### src/rtl/divider_control.sv
// Sequencing FSM for a shift-subtract restoring divider: Start -> load, shift, WIDTH iterations, fixup, done.
// Optional divide-by-zero short-circuit enabled by defining DIV_ZERO_DETECT_EN.
module divider_control #(
   parameter int WIDTH = 32,
   parameter int CNT_W = $clog2(WIDTH+1)
) (
   input  logic             clk,
   input  logic             Reset,
   input  logic             Start,
   input  logic             Divisor_zero,
   output logic             W_ctrl,
   output logic             SLL_ctrl,
   output logic             SRL_ctrl,
   output logic             ALU_sub,
   output logic             Busy,
   output logic             Ready,
   output logic [CNT_W-1:0] Iter_count,
   output logic             Div_err
);

   typedef enum logic [2:0] {
      S_IDLE, S_LOAD, S_SHIFT0, S_ITER, S_FIXUP, S_DONE
   } state_t;

   localparam logic [CNT_W-1:0] LAST_M1 = CNT_W'(WIDTH-1);

   state_t           r_state, w_next;
   logic [CNT_W-1:0] r_cnt;
   logic             r_err;
   logic             w_accept;
   logic             w_zero;

`ifdef DIV_ZERO_DETECT_EN
   assign w_zero = Divisor_zero;
`else
   logic w_unused_dz;
   assign w_unused_dz = Divisor_zero;
   assign w_zero      = 1'b0;
`endif

   // Start only counts when no operation is in flight
   assign w_accept = Start && (r_state == S_IDLE || r_state == S_DONE);

   always_ff @(posedge clk or posedge Reset) begin
      if (Reset) begin
         r_state <= S_IDLE;
         r_cnt   <= '0;
         r_err   <= 1'b0;
      end else begin
         r_state <= w_next;
         if (w_accept) begin
            r_cnt <= '0;
            r_err <= w_zero;
         end else if (r_state == S_ITER) begin
            r_cnt <= r_cnt + CNT_W'(1);
         end
      end
   end

   always_comb begin
      w_next   = r_state;
      W_ctrl   = 1'b0;
      SLL_ctrl = 1'b0;
      SRL_ctrl = 1'b0;
      ALU_sub  = 1'b0;
      Busy     = 1'b0;
      Ready    = 1'b0;
      case (r_state)
         S_IDLE: begin
            if (w_accept) w_next = w_zero ? S_DONE : S_LOAD;
         end
         S_LOAD: begin
            W_ctrl = 1'b1;
            Busy   = 1'b1;
            w_next = S_SHIFT0;
         end
         S_SHIFT0: begin
            SLL_ctrl = 1'b1;
            Busy     = 1'b1;
            w_next   = S_ITER;
         end
         S_ITER: begin
            SLL_ctrl = 1'b1;
            ALU_sub  = 1'b1;
            Busy     = 1'b1;
            // counter increments on this edge, reaching WIDTH as FIXUP begins
            if (r_cnt == LAST_M1) w_next = S_FIXUP;
         end
         S_FIXUP: begin
            SRL_ctrl = 1'b1;
            Busy     = 1'b1;
            w_next   = S_DONE;
         end
         S_DONE: begin
            Ready = 1'b1;
            if (w_accept) w_next = w_zero ? S_DONE : S_LOAD;
         end
         default: w_next = S_IDLE;
      endcase
   end

   assign Iter_count = r_cnt;
   assign Div_err    = r_err;

endmodule
### config.mk
export PLATFORM = sky130hd
export DESIGN_NAME = divider_control
export DESIGN_NICKNAME = d
export VERILOG_FILES = /design/src/rtl/divider_control.sv
export SDC_FILE = /design/constraint.sdc
export NUM_CORES = 1
export LEC_CHECK = 0
export BUFFER_PORTS_ARGS = -buffer_cell sky130_fd_sc_hd__buf_2
export CORE_AREA = 2 2 39 41
export DETAILED_ROUTE_END_ITERATION = 8
export DIE_AREA = 0 0 41 43
export HOLD_SLACK_MARGIN = 0.08
export PLACE_DENSITY = 0.66
export SLEW_MARGIN = 25
export SYNTH_ARGS = -nofsm -noshare
export SYNTH_HDL_FRONTEND = slang
export SYNTH_SLANG_ARGS = --single-unit
export TNS_END_PERCENT = 100
### constraint.sdc
create_clock -name clk -period 3.67 [get_ports clk]
set_clock_uncertainty 0.2 [all_clocks]
set_input_delay 0.1835 -clock clk [delete_from_list [all_inputs] [get_ports clk]]
set_output_delay 0.1835 -clock clk [all_outputs]
set_load 0.005 [all_outputs]
Word-level counts from Yosys, hierarchy flattened. Cells that the tools add are included.

Equal/unequal tests: 8. Add/subtract/negate cells: 1. Reductions and logical operators: 8. Multiplexer cells: 11.

Operators with widths (count): case mux 3 bit (5 select lines) (1); two-way mux 6 bit (2); adder 6 x 1 -> 6 bit, second input constant (1); equality test 3 x 2 -> 1 bit, second input constant (2); equality test 3 bit, second input constant (2); equality test 6 x 5 -> 1 bit, second input constant (1); two-way mux 1 bit (6); two-way mux 3 bit (2); != test 2 x 1 -> 1 bit, second input constant (2); OR reduction 2 bit (2); OR reduction 4 bit (1); equality test 3 x 1 -> 1 bit, second input constant (1); logical NOT 3 bit (1); AND reduction 2 bit (1); nonzero test 2 bit (1); logical AND 1 bit (1); logical OR 1 bit (1).

Bits of input ports: 4. Output and inout port bits: 13. Flip-flop bits (word level): 9. Word-level logic and storage cells: 30.

Depth between registers and ports, before layout.
Depth in word-level cells: 5. Mapped depth: 5. Gate-level depth less buffers: 4.

Worst setup path after synthesis. Ideal clock, no wire load.

Kind: register to register. Start point: register r_state[2]. End point: register r_cnt[5], in the netlist Iter_count[5]. Data arrival time: 1269 ps. Stages on the path, launching flop included: 5. Setup time: 77 ps. Slack: 2123 ps. Required time: 3393 ps. Buffers on the path: 1. Period minus slack after synthesis: 1547 ps. Cell sequence: dfrtp_1 buf_6 nand3b_4 or4_1 a21oi_1.

Longest elaborated chain between the ends: 4. Elaborated cells on any way between the ends: 7. Those cells by class: eq/ne (2); mux (1); reduce/logical (4).

Ends and longest elaborated chain: from (decl) (RTL line 27) `state_t r_state, w_next;`; from (signal assigned) (RTL line 50) `r_state <= w_next;`; equality test 3 bit / logical NOT 3 bit (equally long branches) (RTL line 42) `assign w_accept = Start && (r_state == S_IDLE || r_state == S_DONE);`; logical OR 1 bit (RTL line 42); logical AND 1 bit (RTL line 42); two-way mux 6 bit / nonzero test 2 bit (equally long branches); to (signal assigned) (RTL line 55) `r_cnt <= r_cnt + CNT_W'(1);`; to (decl) (RTL line 28) `logic [CNT_W-1:0] r_cnt;`.

Several ways; a longest one is shown, not always the timed one. A chain may end at the register's enable or synchronous reset.

Worst setup path after layout. Same ends and word-level chain as after synthesis.

==> metrics.cfg <==
[yosys]
synth_seq_cells=9
netlist_top_cells_count=dfrtp_1 (9), a21oi_1 (5), nor2_1 (5)
synth_edf_count=0
synth_area_leaders=dfrtp_1 (42%), a21oi_1 (4.7%), nand3b_4 (3.7%), nor2_1 (3.5%), nand4b_1 (3.3%)
ys.flop_type=dfrtp_1
synth.area.mux_share=0.0395
async_flop_share=1.00
synth_nets=63
post_synth_and_or_nand_nor_area_fraction=0.281
synth.avg_cell_area_um2=9.28
synth_warnings=0
yosysTopAreaCellShare=0.419
synth_area_um2=538
synth_fa_ha_area_frac=0.0233
synthDistinctLibCells=28
yosysTopAreaCell=dfrtp_1
synth-xor-area-share=0.0651
netlist_instances=58
synth_seq_area_share=0.419
synth_top_family_by_area=simple AND/OR/NAND/NOR gates
synth_compound_area_frac=0.0930
yosysMostFrequentCell=dfrtp_1

[timing]
fin_crit_sh=0.452
finalSetupViolations=0
fmax_mhz=603
drv_slew=0
fin_crit_ns=1.66
finalHoldViolCount=0
rsz0062_at_grt=false
setup-tns-final_ns=0

[drt]
dr.pass1.iters=1
wire_per_inst_um=11.6
drtIter0Drc=0
via_per_inst=5.26
num_vias=468
drc=0
drt-total-wl_mm=1.03
detail-route-antenna-nets=0

[pwr]
p_leak_nw=0.280
powerDensity_mw_per_mm2=796
power_uw=507
peakVddDrop_mv=0.320

[cells_and_area]
nNetsFinal=79
area.growth.synth_to_final_pct=18.4
drive_above_1_share=0.260
diodes=0
final_cells=89

[floorplan]
num_io_pins=17
fp.dieH_um=43
std_cell_rows=14
coreArea_mm2=0.00138
die_w_um=41
die_area_mm2=0.00176
initial_utilization=0.389

[placed_design]
routabilityCongestion=0.747
place_inst=84
hpwlAfterDp_um=747
portBuffers=14

[clock_network]
htree_levels=1
cts_resized=0
numClockSinks=9
clkSlewWorstSetupHoldPaths_ns=0.06
clkLatencyLatePin_ns=0.26
cts_tree=done
cts-root-buf=clkbuf_4
cts_buffer_depth=2
cts-hold-fix-buffers=1
numCtsBuffers=3
postCtsSetupBuffers=0

[worst_setup_path]
end_kind=register
worstPathMaxFanout=10
critPathLaunchType=register
r2r_slack_ns=2.01
critPathArrivalTime_ns=1.64
crit_type=register to register
worstPathRequired_ns=3.65

[global_route]
antenna_found_initial=0
grt_pass1_vias=405
busiest_layer=met1
grt_pass1_wl_mm=1.69
grt_overflow=0
grt_usage=0.150
met3_usage=0.0471
grt_max_degree=13
use_met2=0.191
grt_util_met1=0.198

[hold_path]
hold_path.class=input pin to register

[status]
outcome=finished clean

[job]
drv_cap=0

per-layer routing:
metal  vias up  wire length (um)
li1        228                 -
met1       224               487
met5         -                 0
met3         2                77
met2        14               459
met4         0                10
cells by family after synthesis:
group	count (synthesis)
XOR/XNOR	4
multiplexers	2
AND/OR/NAND/NOR	25
adder cells (fa/ha/maj)	1
AO/OA/AOI/OAI	9
buffers and inverters	7
other	1
flip-flops	9
metrics by stage:
step | hold WS, ns | worst slack [ns] | area [um2] | util
after detailed placement | -0.0328 | 2.02 | 601 | 0.434
after CTS | 0.144 | 2.01 | 637 | 0.460
after global placement | -0.0363 | 2.04 | 601 | 0.434
after global routing | 0.169 | 1.91 | 637 | 0.460
final | 0.148 | 2.01 | 637 | 0.460
after floorplan | -0.189 | 2.12 | 538 | -
where the power goes:
group	switching, mW	total [mW]	internal (mW)
Sequential	0.0674	0.211	0.143
Combinational	0.107	0.221	0.114
Clock	0.0333	0.0751	0.0418
Total	0.208	0.507	0.299
critical path, stage by stage (launching register included):
cell and delay, ns:
dfrtp_1 0.49, nand3b_4 0.23, or4_1 0.51, a21oi_1 0.15
cells in the final DEF, fill, tap and decap left out, types with 2 or more instances in the layout:
| master | n |
|---|---|
| o21ai_0 | 2 |
| nand4b_1 | 2 |
| nand3_1 | 2 |
| clkbuf_4 | 3 |
| nor3_1 | 3 |
| dfrtp_1 | 9 |
| nor2_1 | 5 |
| buf_2 | 14 |
| xnor2_1 | 2 |
| inv_1 | 3 |
| nor3b_1 | 2 |
| nand2_1 | 4 |
| o31ai_1 | 2 |
| a21oi_1 | 5 |
| xor2_1 | 2 |
path summary, 6_finish.rpt:
kind | from | end | cells after the start
worst max-delay path | r_state[2] | Iter_count[5] | 3
worst min-delay path | Start | r_state[2] | 3
worst max register to register | r_state[2] | Iter_count[5] | 3
worst min register to register | Iter_count[4] | Iter_count[4] | 1
max in group asynchronous | Reset | r_state[0] | 3
min in group asynchronous | Reset | Iter_count[2] | 3
cell type report:
type                    count  area [um2]
well taps                  16        20.0
multi-input cells          42         274
inverters                   3        11.3
clock buffers               4        26.3
fillers                   148         747
flip-flops and latches      9         225
repair buffers             15        80.1
registers in the layout (all words and copies together) (netlist names):
register    cells
Iter_count      6
r_state         3
No activity file was read; power rests on OpenSTA's default activity.
